## src/rtl/truth_table_sweeper_pkg.sv

```systemverilog
// Shared types for the truth-table sweeper: FSM state encoding and settle counter width.
package truth_table_sweeper_pkg;

  typedef enum logic [1:0] {
    ST_IDLE   = 2'd0,
    ST_HOLD   = 2'd1,
    ST_SAMPLE = 2'd2,
    ST_DONE   = 2'd3
  } state_e;

  localparam int CNT_W = 4;

endpackage

```

## src/rtl/truth_table_sweeper_bin2gray.sv

```systemverilog
// Combinational binary to reflected Gray code converter.
module bin2gray #(
  parameter int W = 3
) (
  input  logic [W-1:0] bin_i,
  output logic [W-1:0] gray_o
);

  assign gray_o = bin_i ^ (bin_i >> 1);

endmodule

```

## src/rtl/truth_table_sweeper.sv

```systemverilog
// Exhaustive stimulus engine for a 1-output combinational DUT: drives every input vector,
// holds it SETTLE+1 cycles, samples dut_f, and counts mismatches against EXPECTED.
module truth_table_sweeper
  import truth_table_sweeper_pkg::*;
#(
  parameter int                       N_IN     = 3,
  parameter logic [(1<<N_IN)-1:0]     EXPECTED = 8'b1110_1000,
  parameter int                       SETTLE   = 1,
  parameter bit                       GRAY     = 1'b0
) (
  input  logic            clk,
  input  logic            rst_n,
  input  logic            start,
  input  logic            abort,
  input  logic            dut_f,
  output logic [N_IN-1:0] vec_out,
  output logic            busy,
  output logic            done,
  output logic            pass,
  output logic [N_IN:0]   err_count,
  output logic [N_IN-1:0] first_err,
  output logic            err_seen,
  output logic            smp_valid,
  output logic [N_IN-1:0] smp_vec,
  output logic            smp_f
);

  localparam logic [N_IN-1:0]  IDX_LAST  = '1;
  localparam logic [CNT_W-1:0] HOLD_LAST = CNT_W'((SETTLE > 0) ? SETTLE - 1 : 0);
  localparam state_e           VEC_ST    = (SETTLE == 0) ? ST_SAMPLE : ST_HOLD;

  state_e            state_q, state_d;
  logic [N_IN-1:0]   idx_q, idx_d;
  logic [N_IN-1:0]   vec_q, vec_d;
  logic [CNT_W-1:0]  cnt_q, cnt_d;
  logic [N_IN:0]     errc_q, errc_d;
  logic [N_IN-1:0]   ferr_q, ferr_d;
  logic              seen_q, seen_d;
  logic              done_q, done_d;
  logic              pass_q, pass_d;
  logic              smpv_q, smpv_d;
  logic [N_IN-1:0]   smpvec_q, smpvec_d;
  logic              smpf_q, smpf_d;

  logic [N_IN-1:0]   idx_inc;
  logic [N_IN-1:0]   gray_w;
  logic [N_IN-1:0]   vec_step;
  logic              mism;

  assign idx_inc = idx_q + 1'b1;

  bin2gray #(.W(N_IN)) u_bin2gray (
    .bin_i  (idx_inc),
    .gray_o (gray_w)
  );

  assign vec_step = GRAY ? gray_w : idx_inc;

  always_comb begin
    state_d  = state_q;
    idx_d    = idx_q;
    vec_d    = vec_q;
    cnt_d    = cnt_q;
    errc_d   = errc_q;
    ferr_d   = ferr_q;
    seen_d   = seen_q;
    done_d   = done_q;
    pass_d   = pass_q;
    smpv_d   = 1'b0;
    smpvec_d = smpvec_q;
    smpf_d   = smpf_q;
    mism     = 1'b0;

    case (state_q)
      ST_IDLE, ST_DONE: begin
        if (start && !abort) begin
          state_d = VEC_ST;
          idx_d   = '0;
          vec_d   = '0;
          cnt_d   = '0;
          errc_d  = '0;
          ferr_d  = '0;
          seen_d  = 1'b0;
          done_d  = 1'b0;
          pass_d  = 1'b0;
        end
      end

      ST_HOLD: begin
        if (abort) begin
          state_d = ST_IDLE;
          vec_d   = '0;
          idx_d   = '0;
          cnt_d   = '0;
          done_d  = 1'b0;
          pass_d  = 1'b0;
        end else if (cnt_q == HOLD_LAST) begin
          state_d = ST_SAMPLE;
        end else begin
          cnt_d = cnt_q + 1'b1;
        end
      end

      ST_SAMPLE: begin
        if (abort) begin
          // Aborted sample leaves counters and the sample stream untouched.
          state_d = ST_IDLE;
          vec_d   = '0;
          idx_d   = '0;
          cnt_d   = '0;
          done_d  = 1'b0;
          pass_d  = 1'b0;
        end else begin
          mism     = (dut_f != EXPECTED[vec_q]);
          smpv_d   = 1'b1;
          smpvec_d = vec_q;
          smpf_d   = dut_f;
          if (mism) begin
            errc_d = errc_q + 1'b1;
            if (!seen_q) begin
              ferr_d = vec_q;
              seen_d = 1'b1;
            end
          end
          if (idx_q == IDX_LAST) begin
            state_d = ST_DONE;
            done_d  = 1'b1;
            pass_d  = (errc_d == '0);
          end else begin
            state_d = VEC_ST;
            idx_d   = idx_inc;
            vec_d   = vec_step;
            cnt_d   = '0;
          end
        end
      end

      default: state_d = ST_IDLE;
    endcase
  end

  always_ff @(posedge clk or negedge rst_n) begin
    if (!rst_n) begin
      state_q  <= ST_IDLE;
      idx_q    <= '0;
      vec_q    <= '0;
      cnt_q    <= '0;
      errc_q   <= '0;
      ferr_q   <= '0;
      seen_q   <= 1'b0;
      done_q   <= 1'b0;
      pass_q   <= 1'b0;
      smpv_q   <= 1'b0;
      smpvec_q <= '0;
      smpf_q   <= 1'b0;
    end else begin
      state_q  <= state_d;
      idx_q    <= idx_d;
      vec_q    <= vec_d;
      cnt_q    <= cnt_d;
      errc_q   <= errc_d;
      ferr_q   <= ferr_d;
      seen_q   <= seen_d;
      done_q   <= done_d;
      pass_q   <= pass_d;
      smpv_q   <= smpv_d;
      smpvec_q <= smpvec_d;
      smpf_q   <= smpf_d;
    end
  end

  assign vec_out   = vec_q;
  assign busy      = (state_q == ST_HOLD) || (state_q == ST_SAMPLE);
  assign done      = done_q;
  assign pass      = pass_q;
  assign err_count = errc_q;
  assign first_err = ferr_q;
  assign err_seen  = seen_q;
  assign smp_valid = smpv_q;
  assign smp_vec   = smpvec_q;
  assign smp_f     = smpf_q;

endmodule

```

## config.mk

```make
export PLATFORM = sky130hd
export DESIGN_NAME = truth_table_sweeper
export DESIGN_NICKNAME = d
export VERILOG_FILES = /design/src/rtl/truth_table_sweeper_pkg.sv /design/src/rtl/truth_table_sweeper_bin2gray.sv /design/src/rtl/truth_table_sweeper.sv
export SDC_FILE = /design/constraint.sdc
export NUM_CORES = 1
export LEC_CHECK = 0
export ABC_AREA = 1
export CAP_MARGIN = 40
export CORE_ASPECT_RATIO = 1.1
export CORE_UTILIZATION = 51
export DETAILED_ROUTE_END_ITERATION = 10
export GPL_TIMING_DRIVEN = 0
export PLACE_DENSITY = 0.82
export SYNTH_ARGS = -nofsm -noshare
export SYNTH_HDL_FRONTEND = slang
export SYNTH_SLANG_ARGS = --single-unit
```

## constraint.sdc

```tcl
create_clock -name clk -period 2.01 [get_ports clk]
set_clock_uncertainty 0.05 [all_clocks]
set_input_delay 0.201 -clock clk [delete_from_list [all_inputs] [get_ports clk]]
set_output_delay 0.201 -clock clk [all_outputs]
set_load 0.03 [all_outputs]
```

==> results.sh, run 1 <==
export IMPL_cts_root_buffer="clkbuf_4"
export IMPL_crit_type="flop to primary output"
export IMPL_syn_area_um2=1340
export IMPL_finalSetupViolations=0
export IMPL_post_route_period_util_pct=91.4
export IMPL_cts_buffers=3
export IMPL_rsz0062_at_grt="no"
export IMPL_cts_setup_buffers=0
export IMPL_crit_required_ps=1760
export IMPL_hold_viol=0
export IMPL_yosysTopAreaCellShare_pct=44.7
export IMPL_crit_fanout=4
export IMPL_grt_antenna_before_repair=0
export IMPL_synthCells=166
export IMPL_antenna_cells=0
export IMPL_clk_latency_ps=310
export IMPL_grt_max_degree=15
export IMPL_synth_seq_area_share_pct=44.7
export IMPL_ir_worst_vdd_mv=0.878
export IMPL_dp_hpwl_um=2100
export IMPL_arrival_ps=1590
export IMPL_clockBufferDepth=2
export IMPL_worstSetupStartpoint="state_q[0]"
export IMPL_slew_violations=0
export IMPL_powerDensity_nw_per_um2=1140
export IMPL_multi_input_area_um2=651
export IMPL_hold_buffers=0
export IMPL_postLayoutCellArea_um2=1680
export IMPL_leakage_nw=0.852
export IMPL_viasPerCell=5.13
export IMPL_port_buffers=23
export IMPL_switching_share_pct=43.6
export IMPL_setup_ws_ps=174
export IMPL_dpl_worst_slack_ps=273
export IMPL_ys_seq_elements=24
export IMPL_h_tree_depth=1
export IMPL_fp_row_count=19
export IMPL_syn_nets=179
export IMPL_p_int_w=0.00107
export IMPL_syn_mean_instance_area_um2=8.09
export IMPL_outcome="completed"
export IMPL_power_switching_w=0.000832
export IMPL_post_drt_wl_per_cell_um=11.9
export IMPL_worstHoldPathType="input port to async pin"
export IMPL_drc=0
export IMPL_grt_usage_pct=21.6
export IMPL_fin_tns_setup_ps=0
export IMPL_period_minus_slack_ps=1840
export IMPL_area_growth_pct=25.0
export IMPL_routabilityCongestion=0.806
export IMPL_io_pins=24
export IMPL_relSlewSlack_pct=60.0
export IMPL_yosys_warnings=0
export IMPL_first_pass_iters=4
export IMPL_fin_util_pct=67.2
export IMPL_synth_area_top_cells="dfrtp_1, nand2_1, ha_1, inv_1, nand3_1"
export IMPL_die_y_um=55.8
export IMPL_core_um2=2500
export IMPL_n_fill_cell=206
export IMPL_nets=208
export IMPL_fp_dieArea_um2=2840
export IMPL_pwr_share_seq_pct=32.2
export IMPL_endpoint_kind="primary output"
export IMPL_combPwrFrac_pct=49.8
export IMPL_grt_pass1_vias=1093
export IMPL_cts_sinks=24
export IMPL_fmax_mhz=545
export IMPL_p_clk_share_pct=17.9
export IMPL_ant_nets=0
export IMPL_dr_total_vias=1155
export IMPL_clk_pin_slew_ps=120
export IMPL_max_slew_worst_pin_slew_ps=598
export IMPL_total_power_w=0.00191
export IMPL_seq_area_um2=601
export IMPL_cap_viol_max_count=0
export IMPL_cts_tree="built"
export IMPL_initial_utilization_pct=53.8
export IMPL_layout_drive_gt1_share_pct=12.4
export IMPL_rr_startpoint="state_q[0]"
export IMPL_start_kind="flop"
export IMPL_placed_area_um2=1630
export IMPL_grt_pass1_wl_um=4610
export IMPL_synth_distinct_cells=22
export IMPL_yosysTopAreaCell="dfrtp_1"
export IMPL_totalWireLength_um=2680
export IMPL_drt_iter0_drc=34
export IMPL_die_w_um=50.9
export IMPL_grt_overflow_total=0
sequential cells by signal (all words and copies together) (netlist names):
| signal | flops |
|---|---|
| pass | 1 |
| done | 1 |
| cnt_q | 4 |
| state_q | 2 |
| err_seen | 1 |
| first_err | 3 |
| vec_out | 3 |
| smp_vec | 3 |
| smp_f | 1 |
| smp_valid | 1 |
| err_count | 4 |
power groups by stage:
stage                     Clock, W  Combinational (W)  Sequential (W)
final                     0.000342           0.000950        0.000615
after global routing      0.000372            0.00104        0.000624
after CTS                 0.000355           0.000952        0.000613
after detailed placement         0           0.000958        0.000623
after global placement           0           0.000929        0.000617
after floorplan                  0           0.000554        0.000731
path summary, 6_finish.rpt:
path | slack (ps) | cells past startpoint | end
worst max-delay path | 170 | 4 | busy
max in group asynchronous | 1210 | 2 | first_err[0]
worst max register to register | 240 | 9 | first_err[0]
min in group clk | 450 | 2 | first_err[2]
worst min-delay path | 200 | 1 | pass
worst min register to register | 450 | 2 | first_err[2]
per-layer routing:
metal / routed length [um] / share of wire, % / vias up / global-route usage (%)
li1: - / - / 582 / -
met1: 1130 / 42 / 534 / 26.2
met2: 1350 / 51 / 28 / 36.1
met3: 87 / 3.3 / 11 / 2.73
met4: 102 / 3.8 / 0 / 12.3
met5: 0 / 0 / - / 0
what timing repair did:
action                                  CTS  global route
hold endpoints to repair                  0             0
gates resized for setup                   1             0
endpoints found under the setup margin    1             0
Yosys cell counts:
library cell / count
inv_1: 18
clkinv_1: 1
a21oi_2: 1
dfrtp_1: 24
nand3_1: 13
nor2_1: 10
nor2_2: 4
o21ai_0: 12
nand4_1: 1
nand2_1: 53
nand2_4: 1
o21ai_2: 3
nor2_8: 1
ha_1: 8
nor2_4: 2
o21ai_1: 4
xor2_1: 2
nand2_2: 1
a22oi_1: 1
buf_2: 1
nand3_4: 1
inv_2: 4
critical path, stage by stage (launching register included):
cell and delay, ps:
dfrtp_1 390, inv_1 70, ha_1 350, inv_1 70, dlygate4sd2_1 390
cells by family after synthesis:
group	synth area share, %
buffers and inverters	6.80
DFF	44.7
adders and majority gates	7.46
xor gates and xnor gates	1.30
and+or+nand+nor	30.6
AOI/OAI and AO/OA	9.13
per-stage QoR:
stage,hold slack (ps),std cells
after global placement,415,220
after detailed placement,426,221
final,199,225
after global routing,216,225
after floorplan,-145,166
after CTS,204,225
area by class of cell:
cell class                      instances  area share, %
Clock buffer                            3           1.34
Timing Repair Buffer                   24           14.5
Tap cell                               31           2.31
Sequential cell                        24           35.8
Inverter                               23           5.15
Multi-Input combinational cell        118           38.8
Clock inverter                          1           1.79
Buffer                                  1          0.298
layout by cell type (no fill, tap or decap):
master           instances
a21oi_2                  1
a22oi_1                  1
buf_2                    1
buf_8                    1
bufinv_16                1
clkbuf_4                 3
clkdlybuf4s50_1         22
clkinv_1                 1
dfrtp_1                 24
dlygate4sd2_1            1
ha_1                     8
inv_1                   18
inv_2                    4
nand2_1                 53
nand2_2                  1
nand2_4                  1
nand3_1                 13
nand3_4                  1
nand4_1                  1
nor2_1                  10
nor2_2                   4
nor2_4                   2
nor2_8                   1
o21ai_0                 12
o21ai_1                  4
o21ai_2                  3
xor2_1                   2
No activity file was read; power rests on OpenSTA's default activity.
==> run 2, diff against run 1 <==
- CELL_PAD_IN_SITES_DETAIL_PLACEMENT: unset -> 0
- CELL_PAD_IN_SITES_GLOBAL_PLACEMENT: unset -> 1
- CORE_UTILIZATION: 51 -> 38
==> results.sh, run 2 (synthesis results as in run 1) <==
export IMPL_fmax_mhz=548
export IMPL_layout_drive_gt1_share_pct=12.4
export IMPL_h_tree_depth=1
export IMPL_combPwrFrac_pct=49.2
export IMPL_final_common_cell="nand2_1"
export IMPL_die_y_um=64.3
export IMPL_start_kind="flop"
export IMPL_relSlewSlack_pct=57.4
export IMPL_fp_dieArea_um2=3770
export IMPL_finalSetupViolations=0
export IMPL_regToRegSetupSlack_ps=260
export IMPL_leakage_nw=0.852
export IMPL_antenna_cells=0
export IMPL_r2r_cells=11
export IMPL_multi_input_area_um2=651
export IMPL_crit_required_ps=1760
export IMPL_port_buffers=23
export IMPL_clk_pin_slew_ps=140
export IMPL_rsz0062_at_grt="no"
export IMPL_crit_type="flop to primary output"
export IMPL_endpoint_kind="primary output"
export IMPL_switching_share_pct=43.4
export IMPL_totalWireLength_um=2730
export IMPL_fp_row_count=22
export IMPL_max_slew_worst_pin_slew_ps=636
export IMPL_area_growth_pct=26.6
export IMPL_cts_tree="built"
export IMPL_dp_hpwl_um=2140
export IMPL_grt_antenna_before_repair=0
export IMPL_cts_sinks=24
export IMPL_clk_latency_ps=330
export IMPL_grt_pass1_wl_um=4770
export IMPL_ant_nets=0
export IMPL_first_pass_iters=4
export IMPL_hold_buffers=0
export IMPL_io_pins=24
export IMPL_pwr_share_seq_pct=32.1
export IMPL_post_route_period_util_pct=90.7
export IMPL_powerDensity_nw_per_um2=1120
export IMPL_grt_max_degree=15
export IMPL_nets=208
export IMPL_seq_area_um2=601
export IMPL_routabilityCongestion=0.766
export IMPL_die_w_um=58.7
export IMPL_dr_total_vias=1113
export IMPL_cap_viol_max_count=0
export IMPL_hold_viol=0
export IMPL_grt_overflow_total=0
export IMPL_ir_worst_vdd_mv=0.399
export IMPL_clockBufferDepth=2
export IMPL_hold_slack_ps=197
export IMPL_cts_root_buffer="clkbuf_4"
export IMPL_drt_iter0_drc=32
export IMPL_period_minus_slack_ps=1820
export IMPL_drc=0
export IMPL_power_switching_w=0.000827
export IMPL_grt_pass1_vias=1115
export IMPL_cts_buffers=3
export IMPL_crit_fanout=4
export IMPL_viasPerCell=4.60
export IMPL_most_common_layout_cells="nand2_1, dfrtp_1, clkdlybuf4s50_1, inv_1, nand3_1"
export IMPL_initial_utilization_pct=40.0
export IMPL_arrival_ps=1570
export IMPL_slew_violations=0
export IMPL_core_um2=3360
export IMPL_p_clk_share_pct=18.7
export IMPL_n_fill_cell=347
export IMPL_worstHoldPathType="input port to async pin"
export IMPL_post_drt_wl_per_cell_um=11.3
export IMPL_fin_tns_setup_ps=0
export IMPL_outcome="completed"
export IMPL_grt_usage_pct=16.6
export IMPL_p_int_w=0.00108
## run 2: per-stage QoR
step | area [um2] | worst slack, ps | util [%] | cells | power, W
after detailed placement | 1650 | 271 | 49.1 | 238 | 0.00158
after global placement | 1630 | 289 | 48.6 | 237 | 0.00156
after floorplan | 1340 | 346 | - | 166 | 0.00129
after global routing | 1700 | 64.5 | 50.6 | 242 | 0.00205
final | 1700 | 187 | 50.6 | 242 | 0.00190
after CTS | 1700 | 176 | 50.6 | 242 | 0.00193
## run 2: final timing paths
| kind | end | start |
|---|---|---|
| worst min-delay path | smp_vec[2] | rst_n |
| worst max-delay path | busy | state_q[0] |
| worst min register to register | pass | pass |
| worst max register to register | pass | vec_out[0] |
| min in group clk | smp_f | dut_f |
| max in group asynchronous | done | rst_n |
## run 2: final cells by class
class,instances,share of cell area [%]
clock inverter,1,1.77
clock buffer,3,1.33
tap,48,3.53
multi-input combinational,118,38.3
timing repair buffer,24,14.4
buffer,1,0.295
sequential,24,35.3
inverter,23,5.08
## run 2: critical path, cell delays in order, from the launching register on
cell,delay [ps]
dfrtp_1,370
inv_1,60
ha_1,360
inv_1,80
dlygate4sd2_1,390
## run 2: power groups by stage
stage	logic [W]	clock network, W	registers, W
detailed placement	0.000960	0	0.000623
CTS	0.000950	0.000364	0.000612
global route	0.00105	0.000385	0.000620
finish	0.000936	0.000356	0.000611
global placement	0.000942	0	0.000618
floorplan	0.000554	0	0.000731
## run 2: metal layers
| metal | GRT usage (%) | share of wire [%] |
|---|---|---|
| met1 | 20.1 | 45 |
| met2 | 29.6 | 51 |
| met3 | 2.02 | 2.2 |
| met4 | 6.25 | 1.6 |
| met5 | 0 | 0 |
## run 2: timing repair
action,in CTS,in global routing
endpoints found under the setup margin,1,0
buffers inserted,0,0
gates resized for setup,1,0
hold endpoints to repair,0,0
